$ cat config.mk
export PLATFORM = sky130hd
export DESIGN_NAME = fifo_rr_arbiter
export DESIGN_NICKNAME = d
export VERILOG_FILES = /design/src/rtl/noc_pkg.sv /design/src/rtl/fifo_rr_arbiter_rr_pick.sv /design/src/rtl/fifo_rr_arbiter.sv
export SDC_FILE = /design/constraint.sdc
export NUM_CORES = 1
export LEC_CHECK = 0
export BUFFER_PORTS_ARGS = -buffer_cell sky130_fd_sc_hd__buf_2
export CAP_MARGIN = 20
export CORE_AREA = 3 3 112 71
export DETAILED_ROUTE_END_ITERATION = 6
export DIE_AREA = 0 0 115 74
export PLACE_DENSITY = 0.95
export SETUP_SLACK_MARGIN = 0.5
export SKIP_CTS_REPAIR_TIMING = 1
export SYNTH_ARGS = -nofsm -noshare
export SYNTH_HDL_FRONTEND = slang
export SYNTH_HIERARCHICAL = 1
export SYNTH_SLANG_ARGS = --single-unit
export TNS_END_PERCENT = 20
$ cat constraint.sdc
create_clock -name clk -period 8 [get_ports clk]
set_input_delay 0.4 -clock clk [delete_from_list [all_inputs] [get_ports clk]]
set_output_delay 0.4 -clock clk [all_outputs]
set_load 0.005 [all_outputs]
$ cat src/rtl/noc_pkg.sv
`default_nettype none
// +-----------------------------------------------------------------------+
// | Package : noc_pkg                                                     |
// | Purpose : Shared flit-format constants, arbiter state encodings and   |
// |           helpers for the router output-port arbiter.                 |
// | Rev     : 1.0  initial release                                        |
// +-----------------------------------------------------------------------+
package noc_pkg;

  // HEAD and TAIL flags live at the top of every flit. The offsets are
  // counted down from the MSB so they hold for any flit width.
  localparam int HEAD_FROM_MSB = 0;
  localparam int TAIL_FROM_MSB = 1;

  // Default downstream buffer depth.
  localparam int CREDIT_MAX_DEF = 62;

  typedef enum logic [0:0] {
    ARB_IDLE   = 1'b0,
    ARB_LOCKED = 1'b1
  } arb_state_e;

  // Port index after v, wrapping from n-1 back to 0.
  function automatic int next_port(input int v, input int n);
    return (v >= n - 1) ? 0 : v + 1;
  endfunction

endpackage
`default_nettype wire

$ cat src/rtl/fifo_rr_arbiter_rr_pick.sv
`default_nettype none
// +-----------------------------------------------------------------------+
// | Module  : rr_pick                                                     |
// | Purpose : Combinational N-way rotating-priority picker. Searches req  |
// |           starting at ptr, wrapping N_PORTS-1 -> 0, and returns the   |
// |           first requester.                                            |
// | Ports   : req    in  N_PORTS   request vector                         |
// |           ptr    in  PORT_BITS highest-priority index (< N_PORTS)     |
// |           onehot out N_PORTS   one-hot winner (zero if none)          |
// |           idx    out PORT_BITS winner index (zero if none)            |
// |           any    out 1         at least one request present           |
// | Rev     : 1.0  initial release                                        |
// +-----------------------------------------------------------------------+
module rr_pick #(
  parameter int N_PORTS   = 4,
  parameter int PORT_BITS = 2
) (
  input  logic [N_PORTS-1:0]   req,
  input  logic [PORT_BITS-1:0] ptr,
  output logic [N_PORTS-1:0]   onehot,
  output logic [PORT_BITS-1:0] idx,
  output logic                 any
);

  always_comb begin
    int j;
    onehot = '0;
    idx    = '0;
    any    = 1'b0;
    j      = 0;
    for (int k = 0; k < N_PORTS; k++) begin
      j = int'(ptr) + k;
      if (j >= N_PORTS) j = j - N_PORTS;
      if (!any && req[j]) begin
        any       = 1'b1;
        onehot[j] = 1'b1;
        idx       = PORT_BITS'(j);
      end
    end
  end

endmodule
`default_nettype wire

$ cat src/rtl/fifo_rr_arbiter.sv
`default_nettype none
// +-----------------------------------------------------------------------+
// | Module  : fifo_rr_arbiter                                             |
// | Purpose : Round-robin, packet-locked arbiter draining N input FIFOs   |
// |           onto one output link with credit-based flow control.        |
// | Ports   : clk, reset (sync, active-high), ON (global enable)          |
// |           fifo_empty/fifo_data  per-FIFO status and front flit        |
// |           fifo_rdEn             one-hot-or-zero pop strobe (comb)     |
// |           flit_out/flit_valid/grant_id  registered link output        |
// |           credit_in             downstream freed one slot             |
// |           credits/credit_err    credit count and sticky overflow flag |
// | Rev     : 1.0  initial release                                        |
// +-----------------------------------------------------------------------+
module fifo_rr_arbiter
  import noc_pkg::*;
#(
  parameter int DATA_WIDTH  = 32,
  parameter int N_PORTS     = 4,
  parameter int PORT_BITS   = 2,
  parameter int CREDIT_MAX  = CREDIT_MAX_DEF,
  parameter int CREDIT_BITS = 6
) (
  input  logic                         clk,
  input  logic                         reset,
  input  logic                         ON,
  input  logic [N_PORTS-1:0]           fifo_empty,
  input  logic [N_PORTS*DATA_WIDTH-1:0] fifo_data,
  output logic [N_PORTS-1:0]           fifo_rdEn,
  output logic [DATA_WIDTH-1:0]        flit_out,
  output logic                         flit_valid,
  output logic [PORT_BITS-1:0]         grant_id,
  input  logic                         credit_in,
  output logic [CREDIT_BITS-1:0]       credits,
  output logic                         credit_err
);

  localparam int HEAD_BIT = DATA_WIDTH - 1 - HEAD_FROM_MSB;
  localparam int TAIL_BIT = DATA_WIDTH - 1 - TAIL_FROM_MSB;
  localparam logic [CREDIT_BITS-1:0] CREDIT_FULL = CREDIT_BITS'(CREDIT_MAX);

  arb_state_e                state_q,      state_d;
  logic [PORT_BITS-1:0]      lock_id_q,    lock_id_d;
  logic [PORT_BITS-1:0]      rr_ptr_q,     rr_ptr_d;
  logic [CREDIT_BITS-1:0]    credits_q,    credits_d;
  logic [DATA_WIDTH-1:0]     flit_q,       flit_d;
  logic                      flit_valid_q, flit_valid_d;
  logic [PORT_BITS-1:0]      grant_id_q,   grant_id_d;
  logic                      credit_err_q, credit_err_d;

  logic [N_PORTS-1:0]        pick_onehot;
  logic [PORT_BITS-1:0]      pick_idx;
  logic                      pick_any;

  logic [N_PORTS-1:0]        lock_onehot;
  logic [N_PORTS-1:0]        sel_onehot;
  logic [PORT_BITS-1:0]      sel;
  logic                      sel_ready;
  logic                      send;
  logic [DATA_WIDTH-1:0]     sel_flit;
  logic                      is_head;
  logic                      is_tail;

  rr_pick #(
    .N_PORTS   (N_PORTS),
    .PORT_BITS (PORT_BITS)
  ) u_rr_pick (
    .req    (~fifo_empty),
    .ptr    (rr_ptr_q),
    .onehot (pick_onehot),
    .idx    (pick_idx),
    .any    (pick_any)
  );

  // Source selection: free search while idle, pinned to the packet owner
  // while locked so packets are never interleaved on the link.
  always_comb begin
    lock_onehot            = '0;
    lock_onehot[lock_id_q] = 1'b1;
    if (state_q == ARB_LOCKED) begin
      sel        = lock_id_q;
      sel_onehot = lock_onehot;
      sel_ready  = ~fifo_empty[lock_id_q];
    end else begin
      sel        = pick_idx;
      sel_onehot = pick_onehot;
      sel_ready  = pick_any;
    end
    // Reset gating keeps the pop strobe quiet while reset is asserted.
    send      = ON & ~reset & (credits_q != '0) & sel_ready;
    fifo_rdEn = send ? sel_onehot : '0;
    sel_flit  = fifo_data[sel*DATA_WIDTH +: DATA_WIDTH];
    is_head   = sel_flit[HEAD_BIT];
    is_tail   = sel_flit[TAIL_BIT];
  end

  always_comb begin
    state_d      = state_q;
    lock_id_d    = lock_id_q;
    rr_ptr_d     = rr_ptr_q;
    credits_d    = credits_q;
    credit_err_d = credit_err_q;
    flit_d       = flit_q;
    grant_id_d   = grant_id_q;
    flit_valid_d = send;

    if (send) begin
      flit_d     = sel_flit;
      grant_id_d = sel;
      if (state_q == ARB_LOCKED) begin
        if (is_tail) begin
          state_d  = ARB_IDLE;
          rr_ptr_d = PORT_BITS'(next_port(int'(lock_id_q), N_PORTS));
        end
      end else if (is_head && !is_tail) begin
        state_d   = ARB_LOCKED;
        lock_id_d = sel;
      end else begin
        // Single-flit packet, or a stray body flit at the front of an idle
        // port: forwarded as-is and arbitration moves on.
        rr_ptr_d = PORT_BITS'(next_port(int'(sel), N_PORTS));
      end
    end

    // Credit updates proceed even with ON low so returning credits are
    // never lost.
    if (send && !credit_in) begin
      credits_d = credits_q - CREDIT_BITS'(1);
    end else if (credit_in && !send) begin
      if (credits_q == CREDIT_FULL) begin
        credit_err_d = 1'b1;
      end else begin
        credits_d = credits_q + CREDIT_BITS'(1);
      end
    end
  end

  always_ff @(posedge clk) begin
    if (reset) begin
      state_q      <= ARB_IDLE;
      lock_id_q    <= '0;
      rr_ptr_q     <= '0;
      credits_q    <= CREDIT_FULL;
      flit_q       <= '0;
      flit_valid_q <= 1'b0;
      grant_id_q   <= '0;
      credit_err_q <= 1'b0;
    end else begin
      state_q      <= state_d;
      lock_id_q    <= lock_id_d;
      rr_ptr_q     <= rr_ptr_d;
      credits_q    <= credits_d;
      flit_q       <= flit_d;
      flit_valid_q <= flit_valid_d;
      grant_id_q   <= grant_id_d;
      credit_err_q <= credit_err_d;
    end
  end

  assign flit_out   = flit_q;
  assign flit_valid = flit_valid_q;
  assign grant_id   = grant_id_q;
  assign credits    = credits_q;
  assign credit_err = credit_err_q;

endmodule
`default_nettype wire
# ---- Word-level counts from Yosys, hierarchy flattened
# Index checks and enable logic that the tools add are counted.
dict set report word_totals {
  in_bits 136
  regBits 47
  out_inout_bits 46
}
dict set report classes {
  n_mux 55
  bitwise_logic 11
  eq_ne 4
  shifts 1
  n_addsub 11
  reduce_logical 23
  order_cmp 16
}
# op n
set op_table {}
lappend op_table {{>= comparator 32 x 1 -> 1 bit, second input constant} 4}
lappend op_table {{< comparator 32 x 4 -> 1 bit, second input constant} 4}
lappend op_table {{2-to-1 mux 32 bit} 4}
lappend op_table {{variable part select 128 x 8 -> 32 bit} 1}
lappend op_table {{>= comparator 32 x 4 -> 1 bit, second input constant} 3}
lappend op_table {{subtractor 32 x 4 -> 32 bit, second input constant} 3}
lappend op_table {{2-to-1 mux 4 bit} 6}
lappend op_table {{2-to-1 mux 1 bit} 22}
lappend op_table {{2-to-1 mux 2 bit} 10}
lappend op_table {{2-to-1 mux 6 bit} 3}
lappend op_table {{bitwise OR 4 bit} 3}
lappend op_table {{logical AND 1 bit} 11}
lappend op_table {{binary-select mux 1 bit (select 2 bit)} 5}
lappend op_table {{demux 1 bit (select 2 bit)} 5}
lappend op_table {{AND reduction 3 bit} 3}
lappend op_table {{adder 2 x 2 -> 3 bit, second input constant} 2}
lappend op_table {{adder 6 x 1 -> 6 bit, second input constant} 1}
lappend op_table {{== test 6 bit, second input constant} 1}
lappend op_table {{logical NOT 1 bit} 6}
lappend op_table {{nonzero test 6 bit} 1}
lappend op_table {{subtractor 6 x 1 -> 6 bit, second input constant} 1}
lappend op_table {{adder 2 x 1 -> 2 bit, second input constant} 2}
lappend op_table {{>= comparator 2 bit, second input constant} 2}
lappend op_table {{inequality test 2 bit, second input constant} 2}
lappend op_table {{other kinds (11)} 16}

# ---- Longest topological paths before layout
dict set report logic_depth {
  depth_word 21
  mapped_depth 21
  mapped_depth_nobuf 17
}

# ---- Modules after synthesis
# The synthesis kept the hierarchy.
# module instances area_each_um2 cells_each
set by_module_without_submodules {}
lappend by_module_without_submodules {fifo_rr_arbiter 1 2944.1 306}
lappend by_module_without_submodules {rr_pick 1 459.2 48}

# ---- Worst setup path after synthesis
# OpenSTA, ideal clock, no wires.
dict set report synth_timing {
  kind {reg-to-reg}
  startpoint {reg rr_ptr_q[0]}
  endpoint {reg credits_q[2], in the netlist credits[2]}
  t_arrival_ns 3.790
  synth_period_minus_slack_ns 3.917
  required_time_ns 7.873
  stages_incl_launch_ff 21
  slack_ns 4.083
  setup_ns 0.127
  n_path_buf 4
  path_cell_list {dfxtp_1 buf_6 inv_1 ha_1 mux4_2 buf_6 nor3_1 nand2b_1 nor2_1 a2111oi_4 nand2_1 inv_2 buf_2 ha_1 clkbuf_1 xor2_1 ha_1 a21oi_1 xor2_1 o21a_1 or3_1}
}
dict set report synth_between {
  elab_chain_len 21
}
# item line
set synth_lines {}
lappend synth_lines {{start, declared} fifo_rr_arbiter.sv:43} ;# logic [PORT_BITS-1:0] rr_ptr_q, rr_ptr_d;
lappend synth_lines {{start signal, assigned} fifo_rr_arbiter.sv:150} ;# rr_ptr_q <= rr_ptr_d;
lappend synth_lines {{parallel branches: the longest is 14 deep, another holds subtractor 32 x 4 -> 32 bit} -}
lappend synth_lines {{2-to-1 mux 1 bit *} fifo_rr_arbiter_rr_pick.sv:34} ;# if (!any && req[j]) begin
lappend synth_lines {{net pick_any} fifo_rr_arbiter.sv:52} ;# logic pick_any;
lappend synth_lines {{2-to-1 mux 1 bit *} fifo_rr_arbiter.sv:79} ;# if (state_q == ARB_LOCKED) begin
lappend synth_lines {{bitwise AND 1 bit *} fifo_rr_arbiter.sv:89} ;# send = ON & ~reset & (credits_q != '0) & sel_ready;
lappend synth_lines {{net flit_valid_d} fifo_rr_arbiter.sv:46} ;# logic flit_valid_q, flit_valid_d;
lappend synth_lines {{logical NOT 1 bit} fifo_rr_arbiter.sv:128} ;# end else if (credit_in && !send) begin
lappend synth_lines {{logical AND 1 bit} fifo_rr_arbiter.sv:128}
lappend synth_lines {{nonzero test 2 bit (no line)} -}
lappend synth_lines {{AND reduction 2 bit (no line)} -}
lappend synth_lines {{end signal, assigned} fifo_rr_arbiter.sv:151} ;# credits_q <= credits_d;
lappend synth_lines {{end, declared} fifo_rr_arbiter.sv:44} ;# logic [CREDIT_BITS-1:0] credits_q, credits_d;
# Mark *: on every way through the listed nets, which the timed path passes. The select of a mux whose other input is x is not followed.
# A chain may end at the register's enable or synchronous reset.

# ---- Worst setup path after layout
dict set report layout_timing {
  startpoint {reg rr_ptr_q[0]}
  endpoint {reg credits_q[2], in the netlist credits[2]}
}
dict set report layout_between {
  elab_chain_len 21
}
# item line
set layout_lines {}
lappend layout_lines {{parallel branches: the longest is 14 deep, another holds subtractor 32 x 4 -> 32 bit} -}
lappend layout_lines {{2-to-1 mux 1 bit *} fifo_rr_arbiter_rr_pick.sv:34}
lappend layout_lines {{net pick_any} fifo_rr_arbiter.sv:52}
lappend layout_lines {{2-to-1 mux 1 bit *} fifo_rr_arbiter.sv:79}
lappend layout_lines {{bitwise AND 1 bit *} fifo_rr_arbiter.sv:89}
lappend layout_lines {{logical NOT 1 bit} fifo_rr_arbiter.sv:128}
lappend layout_lines {{logical AND 1 bit} fifo_rr_arbiter.sv:128}
lappend layout_lines {{nonzero test 2 bit (no line)} -}
lappend layout_lines {{AND reduction 2 bit (no line)} -}
# Marked as above.

==> flow_summary.toml <==
[power]
sequentialPowerShare = 0.249
p_switching_w = 0.000560
ir_drop_v = 0.000250
power_density_nw_per_um2 = 327
comb_power_share = 0.573
p_sw_frac = 0.379
power.internal_w = 0.000917
clkPwrFrac = 0.178
p_leak_nw = 2.07

[floorplan]
start_util = 0.480
dieArea_um2 = 8510
core_area_um2 = 7090
fp-row-count = 24
die-height_um = 74
die_w_um = 115
io_pins = 182

[sta]
setup_viol = 0
worstMarginPinSlew_ns = 0.956
fin_tns_setup_ns = 0
drv_slew = 0
final.period_utilization = 0.605
rsz0062_at_grt = "no"
fin_crit_ns = 4.84
finClkSkew_ns = 0.00520
fmax_mhz = 207
hold_viol_final = 0
slew_headroom = 0.357
whs_ns = 0.454

[routing]
highest_layer = "met4"
drt-total-wl_um = 9670
wl_met1_um = 3970
vias = 3416
wl_met2_um = 4830
firstDrtPassIters = 5
viasPerCell = 5.61
wl_per_cell_um = 15.9
met3WireLength_um = 783
drtAntennaViolNets = 0
drcViolationCount = 0
first_iter_violations = 182

[finish]
final_nets = 669
diodes = 0
fill_cells = 593
area_growth_pct = 32.8
final_cells = 609
final_layout_size_suffix_gt1_frac = 0.459

[critical_path]
critPathRequiredTime_ns = 8.16
crit_type = "reg -> reg"
critPathLaunch = "rr_ptr_q[0]$_SDFFE_PP0P_"
ff2ff_path_depth = 16
cp-end-kind = "register"
cp_max_fo = 37
reg2reg_from = "rr_ptr_q[0]$_SDFFE_PP0P_"
critPathLaunchType = "register"
cp.arrival_ns = 5.00

[logic_synthesis]
syn_nets = 506
synth_area_um2 = 3400
ys_seq_elements = 47
syn_area_per_cell_um2 = 9.61
synth_cell_types = 50
async_flop_share = 0
synth.top_cell.area_share = 0.276
syn_inst = 354
synth_common_cells = "68 x nand2_1, 47 x dfxtp_1, 39 x a21oi_1"
yosysSeqAreaShare = 0.276
synth-edff-count = 0
synth_top_area_cell = "dfxtp_1"
synthTopCellsByArea = "dfxtp_1 28%, mux4_2 24%, nand2_1 7.5%, ha_1 5.9%, a21oi_1 5.7%"
synth.most_common_cell = "nand2_1"
synth_ff_type = "dfxtp_1"
ys.warnings.count = 6

[placed_design]
io_buffers = 181
placed_cells = 601
gp_congestion = 0.881
dp_hpwl_um = 7680

[clock_tree]
cts.sinks = 47
cts_tree = "done"
cts_buffer_depth = 2
h-tree-depth = 2
clkTransAtPathRegs_ns = 0.06
cts_buffers = 5
cts_root_buf = "clkbuf_16"
clock_latency_ns = 0.28

[grt]
grt_pass1_wl_um = 14500
grt_pass1_vias = 3198
grt_usage = 0.213
grt_max_degree = 49
gr-total-overflow = 0
antenna_found_initial = 0

[run]
drv_cap = 0

[worst_hold_path]
hp-class = "reg -> reg"
worstHoldPathCells = 2
worstHoldStart = "flit_out[17]$_SDFFE_PP0P_"

[outcome]
status = "complete, no violations"
## through the flow
step	total power (W)	setup slack, ns	instance area [um2]	util
after floorplan	0.00102	4.08	3400	-
after global routing	0.00158	2.74	4520	0.638
final	0.00148	3.16	4520	0.638
after global placement	0.00118	3.58	4330	0.611
after detailed placement	0.00122	3.23	4330	0.611
after CTS	0.00149	3.22	4520	0.638
## cell families after synthesis
kind of cell,Yosys count,share of synthesized area
AOI/OAI and AO/OA,74,0.139
xor gates and xnor gates,6,0.0154
adders and majority gates,16,0.0588
buffers and inverters,46,0.0603
DFF,47,0.276
muxes,50,0.290
and+or+nand+nor,115,0.160
## layer usage
metal / GRT usage / up-vias
li1: - / 1615
met1: 0.263 / 1615
met2: 0.383 / 174
met3: 0.0463 / 12
met4: 0.0560 / 0
met5: 0 / -
## placed cells by master (no fill, tap or decap), types with 8 or more instances in the layout
cell and instances:
a21oi_1 39, a22oi_1 8, buf_2 181, dfxtp_1 47, ha_1 16, inv_1 17
mux2i_1 9, mux4_2 36, nand2_1 68, nor2_1 20, o21ai_0 9
## final timing paths
kind / slack (ns) / end
worst max-delay path: 3.16 / credits[2]$_SDFFE_PP1P_
worst min-delay path: 0.45 / flit_out[17]$_SDFFE_PP0P_
worst max register to register: 3.16 / credits[2]$_SDFFE_PP1P_
worst min register to register: 0.45 / flit_out[17]$_SDFFE_PP0P_
## worst max-delay path, cell delays in order (launching register included)
cell	delay, ns
dfxtp_1	0.73
inv_1	0.23
ha_1	0.41
mux4_2	0.40
nor3_1	0.11
nand2b_1	0.09
nor2_1	0.06
a2111oi_4	0.37
nand2_1	0.15
inv_2	0.51
ha_1	0.51
xor2_1	0.19
ha_1	0.21
a21oi_1	0.07
xor2_1	0.18
o21a_1	0.19
or3_1	0.33
## sequential cells by signal, indices dropped and copies added (netlist names)
name / flops
credit_err: 1
credits: 6
state_q: 1
flit_valid: 1
lock_id_q: 2
grant_id: 2
flit_out: 32
rr_ptr_q: 2
## power groups by stage
stage	Sequential, W	Combinational (W)	Clock, W
global placement	0.000366	0.000816	0
CTS	0.000367	0.000852	0.000269
global route	0.000379	0.000923	0.000281
detailed placement	0.000372	0.000849	0
finish	0.000368	0.000846	0.000263
floorplan	0.000338	0.000680	0
## area by class of cell
type	count	area, um2	share of cell area
Tap cell	91	114	0.0252
Sequential cell	47	941	0.208
Multi-Input combinational cell	261	2280	0.504
Inverter	18	67.6	0.0150
Clock buffer	6	129	0.0285
Clock inverter	2	60.1	0.0133
Timing Repair Buffer	184	928	0.205
(Power assumes the default switching activity.)
